--- src/rtl/banco_registros_param.sv ---
// Parametrised register bank with two read ports, decoder and ALU write ports,
// and a saturating hardware return-address stack with a sticky error flag.
module banco_registros_param #(
  parameter int DATA_W    = 8,
  parameter int NUM_REGS  = 8,
  parameter int ACC_IDX   = 0,
  parameter int PC_W      = 8,
  parameter int STK_DEPTH = 4
) (
  input  logic                           i_Clk,
  input  logic                           i_Rst,
  input  logic                           i_Wr_En,
  input  logic [$clog2(NUM_REGS)-1:0]    i_Wr_Addr,
  input  logic [DATA_W-1:0]              i_Wr_Data,
  input  logic                           i_Alu_Wr_En,
  input  logic [DATA_W-1:0]              i_Resultado_ALU,
  input  logic [$clog2(NUM_REGS)-1:0]    i_RdA_Addr,
  input  logic [$clog2(NUM_REGS)-1:0]    i_RdB_Addr,
  output logic [DATA_W-1:0]              o_RdA_Data,
  output logic [DATA_W-1:0]              o_RdB_Data,
  input  logic                           i_Call,
  input  logic                           i_Ret,
  input  logic [PC_W-1:0]                i_Direccion_PC,
  output logic [PC_W-1:0]                o_Direccion_Retorno,
  output logic [$clog2(STK_DEPTH):0]     o_Pila_Nivel,
  output logic                           o_Pila_Llena,
  output logic                           o_Pila_Vacia,
  output logic                           o_Pila_Error,
  input  logic                           i_Error_Clr
);

  localparam int AW = $clog2(NUM_REGS);
  localparam int SW = $clog2(STK_DEPTH) + 1;

  logic [DATA_W-1:0] regs_r [NUM_REGS];
  logic [PC_W-1:0]   stk_r  [STK_DEPTH];
  logic [SW-1:0]     sp_r;
  logic              err_r;

  logic [SW-1:0]     top_ptr_s;
  logic [SW-2:0]     top_idx_s;
  logic              full_s;
  logic              empty_s;
  logic              push_s;
  logic              pop_s;
  logic              repl_s;
  logic              err_set_s;

  assign full_s    = (sp_r == SW'(STK_DEPTH));
  assign empty_s   = (sp_r == {SW{1'b0}});
  assign top_ptr_s = sp_r - {{(SW-1){1'b0}}, 1'b1};
  assign top_idx_s = top_ptr_s[SW-2:0];

  assign o_RdA_Data          = regs_r[i_RdA_Addr];
  assign o_RdB_Data          = regs_r[i_RdB_Addr];
  assign o_Direccion_Retorno = empty_s ? {PC_W{1'b0}} : stk_r[top_idx_s];
  assign o_Pila_Nivel        = sp_r;
  assign o_Pila_Llena        = full_s;
  assign o_Pila_Vacia        = empty_s;
  assign o_Pila_Error        = err_r;

  // Decode the single stack operation allowed this cycle; a call+ret pair is a tail call.
  always_comb begin
    push_s    = 1'b0;
    pop_s     = 1'b0;
    repl_s    = 1'b0;
    err_set_s = 1'b0;
    case ({i_Call, i_Ret})
      2'b10: begin
        if (full_s) err_set_s = 1'b1;
        else        push_s    = 1'b1;
      end
      2'b01: begin
        if (empty_s) err_set_s = 1'b1;
        else         pop_s     = 1'b1;
      end
      2'b11: begin
        if (empty_s) push_s = 1'b1;
        else         repl_s = 1'b1;
      end
      default: begin
        push_s = 1'b0;
      end
    endcase
  end

  // Register array: the ALU write-back has priority over the decoder on the accumulator.
  always_ff @(posedge i_Clk or negedge i_Rst) begin
    if (!i_Rst) begin
      for (int i = 0; i < NUM_REGS; i++) regs_r[i] <= {DATA_W{1'b0}};
    end else begin
      for (int i = 0; i < NUM_REGS; i++) begin
        if (i_Alu_Wr_En && (AW'(i) == AW'(ACC_IDX))) regs_r[i] <= i_Resultado_ALU;
        else if (i_Wr_En && (i_Wr_Addr == AW'(i)))   regs_r[i] <= i_Wr_Data;
        else                                         regs_r[i] <= regs_r[i];
      end
    end
  end

  // Return-address stack storage, saturating pointer and sticky error flag.
  always_ff @(posedge i_Clk or negedge i_Rst) begin
    if (!i_Rst) begin
      for (int i = 0; i < STK_DEPTH; i++) stk_r[i] <= {PC_W{1'b0}};
      sp_r  <= {SW{1'b0}};
      err_r <= 1'b0;
    end else begin
      if (push_s) begin
        stk_r[sp_r[SW-2:0]] <= i_Direccion_PC;
        sp_r                <= sp_r + {{(SW-1){1'b0}}, 1'b1};
      end else if (repl_s) begin
        stk_r[top_idx_s] <= i_Direccion_PC;
      end else if (pop_s) begin
        sp_r <= top_ptr_s;
      end else begin
        sp_r <= sp_r;
      end
      // A new error in the same cycle as a clear keeps the flag set.
      if (err_set_s)        err_r <= 1'b1;
      else if (i_Error_Clr) err_r <= 1'b0;
      else                  err_r <= err_r;
    end
  end

endmodule

--- config.mk ---
export PLATFORM = sky130hd
export DESIGN_NAME = banco_registros_param
export DESIGN_NICKNAME = d
export VERILOG_FILES = /design/src/rtl/banco_registros_param.sv
export SDC_FILE = /design/constraint.sdc
export NUM_CORES = 1
export LEC_CHECK = 0
export CELL_PAD_IN_SITES_DETAIL_PLACEMENT = 2
export CELL_PAD_IN_SITES_GLOBAL_PLACEMENT = 2
export CORE_ASPECT_RATIO = 1.25
export CORE_MARGIN = 8
export CORE_UTILIZATION = 35
export CTS_CLUSTER_SIZE = 10
export DETAILED_ROUTE_END_ITERATION = 8
export PLACE_DENSITY_LB_ADDON = 0.05
export SYNTH_ARGS = -nofsm -noshare
export SYNTH_HDL_FRONTEND = slang
export SYNTH_SLANG_ARGS = --single-unit
--- constraint.sdc ---
create_clock -name i_Clk -period 2.4 [get_ports i_Clk]
set_input_delay 0.48 -clock i_Clk [delete_from_list [all_inputs] [get_ports i_Clk]]
set_output_delay 0.48 -clock i_Clk [all_outputs]
set_load 0.01 [all_outputs]
==> impl_metrics.toml <==
[clock_network]
ctsHoldBuffers = 0
clk_pin_slew_worst_paths_ns = 0.06
clk_path_buf_depth = 2
cts_made_buffers = 9
worstSkewPairLatency_ns = 0.35
tritoncts = "done"
h-tree-depth = 3
cts_sinks = 100
root_buffer = "clkbuf_16"

[hold_path]
worstHoldPathType = "in2async"

[placed_design]
placed_cell_area_mm2 = 0.006665
io_buffer_count = 69
dp.final_hpwl_mm = 10.40
place_congestion = 0.7064
dp.cells = 650

[setup_path]
r2r_cells = 8
worstSetupStartpointType = "input pin"
r2r_start = "o_Pila_Nivel[0]"
crit_cells = 6
slowest_stage = "mux4_2"
path_delay_family = "buffers and inverters"
worstPathRequired_ns = 1.92
crit_fanout = 7
endpoint = "o_RdA_Data[7]"
crit_path_frequent_cell = "dlygate4sd2_1"
crit_arrival_ns = 1.87
critical_path.n_buffers_inverters = 4
worstSetupPathType = "in2out"
max_stage_delay_ns = 0.28
crit_start = "i_RdA_Addr[1]"
path_cells = "dlygate4sd2_1 -> buf_12 -> buf_4 -> mux4_2 -> mux2_2 -> dlygate4sd2_1"
r2r_setup_slack_ns = 0.43
cp-end-kind = "output pin"
r2r-end = "stk_r[19]"

[logic_synthesis]
synth_nets = 407
yosys_warnings = 0
yosysTopAreaCell = "dfrtp_1"
ys_seq_elements = 100
synth_edf_count = 0
yosysMostFrequentCell = "dfrtp_1"
synth_top_area_frac = 0.4605
ys_seq_area_frac = 0.4605
synth_ff_type = "dfrtp_1"
async_flop_share = 1.000
syn_avg_cell_area_um2 = 15.14
yosys.cell_types.count = 38
ys_top_cells_by_count = "dfrtp_1 (100), mux2_2 (89), mux4_2 (40)"
synth_area_leaders = "dfrtp_1 (46%), mux2_2 (18%), mux4_2 (17%)"
synth_area_mm2 = 0.005434
syn_inst = 359

[route]
drt_iter0_drc = 96
via_per_inst = 5.255
vias = 3526
wl_per_cell_um = 22.89
ant_nets = 0
wl_mm = 15.36
drc = 0
dr.pass1.iters = 4

[global_route]
grt_pass1_wl_mm = 24.38
track_usage = 0.1653
antenna_found_initial = 0
grt_start_max_net_pins = 40
grt-ovfl-total = 0
grt_pass1_vias = 4119

[pwr]
p_total_uw = 6997
p_leak_uw = 0.002926
vdd_drop_max_mv = 0.6422
power.density_mw_per_mm2 = 997.4

[layout]
fillers = 1506
multi_input_area_mm2 = 0.002795
register_area_mm2 = 0.002502
area_growth_pct = 29.10
fin_cells = 671
fin_nets = 503
post-route-cell-area_mm2 = 0.007015
drive_above_1_share = 0.4924
num_antenna_cells = 0

[timing]
finalHoldViolCount = 0
worst_slew_pin_slew_ns = 0.6723
setup_viol_count_final = 0
timing.hold.ws_ns = 0.1218
slew_viol_final = 0
relSlewSlack = 0.5504
finalCritPeriodShare = 0.9798
skew_ns = 0.004555
fmax_mhz = 425.2
rsz0062_at_grt = "no"
fin_crit_ns = 2.352

[floorplanning]
die-area_mm2 = 0.01979
die_h_um = 155.3
start_util = 0.3533
die_w_um = 127.4
ioPinCount = 70
row_count = 51
coreArea_mm2 = 0.01538

[outcome]
status = "complete, no violations"

[flow_run]
maxCapViolCount = 0
==> cell families (layout without fill, tap and decap cells) <==
logic type	Yosys count	count (layout)	synth area share
AOI/OAI and AO/OA	29	29	0.03569
buffers and inverters	30	130	0.02855
adders and majority gates	8	8	0.01842
xor gates and xnor gates	1	1	0.001612
muxes	155	155	0.4128
and+or+nand+nor	36	36	0.04237
DFF	100	100	0.4605
==> report_power, final <==
group | leakage, uW | total (uW) | switching [uW] | internal, uW
combinational | 0.00159 | 3080 | 1220 | 1860
clock | 0.000137 | 1370 | 656 | 710
sequential | 0.00120 | 2560 | 339 | 2220
==> layer usage <==
layer  global-route usage  wire (um)  vias up
met2               0.3103       8677       59
met4              0.06133        335        0
li1                     -          -     1560
met5                    0          0        -
met1               0.1766       5759     1891
met3              0.03562        587       16
==> metrics by stage <==
stage               TNS, ns  utilization  setup WS, ns
floorplan                 0            -       0.09122
detailed placement   -12.72       0.4334       -0.6096
finish                    0       0.4562       0.04836
CTS                       0       0.4576      0.002454
global placement     -11.56       0.4334       -0.5899
global route              0       0.4562      0.001350
==> cells in the final DEF, fill, tap and decap left out, drive strengths merged <==
cell,instances
nand2b,1
a21bo,1
o21ai,15
mux2i,10
o21bai,1
nand2,13
buf,47
a31oi,1
o211ai,1
mux2,105
inv,11
and2,9
o2bb2ai,1
dfrtp,100
mux4,40
nor3b,2
a41oi,1
a311oi,1
dlygate4sd2,16
nand4b,3
a21oi,4
a32o,2
nand4,1
nor2,3
nor3,2
nor2b,1
ha,8
o32ai,1
xnor2,1
clkdlybuf4s50,39
clkbuf,10
clkdlybuf4s15,3
clkinv,3
or2b,1
bufbuf,1
==> sequential cells by signal, indices dropped and copies added, names as in the netlist <==
| name | flops |
|---|---|
| regs_r | 64 |
| stk_r | 32 |
| o_Pila_Nivel | 3 |
| o_Pila_Error | 1 |
==> worst min path at each step <==
stage	slack (ns)	to	from	cells after the start
5_1_grt	0.16	regs_r[6]	i_Rst	1
3_5_place_dp	0.49	stk_r[16]	stk_r[16]	1
2_1_floorplan	0.18	o_Pila_Error	i_Rst	0
4_1_cts	0.14	regs_r[6]	i_Rst	1
3_3_place_gp	0.48	stk_r[30]	stk_r[30]	1
6_report	0.12	regs_r[30]	i_Rst	1
==> final cells by class <==
class                      instances  share of cell area
clock buffer                       9             0.03210
timing repair buffer             107              0.1637
clock inverter                     6            0.006956
tap                              212             0.03781
multi-input combinational        229              0.3984
inverter                           8            0.004280
sequential                       100              0.3567
==> what timing repair did <==
| action | CTS | global route |
|---|---|---|
| setup endpoints to repair | 25 | 6 |
| resized for setup | 71 | 6 |
| pin swaps | 0 | 1 |
| gates cloned | 3 | 0 |
| buffers inserted | 3 | 0 |
Power figures use the tool's default switching activity.
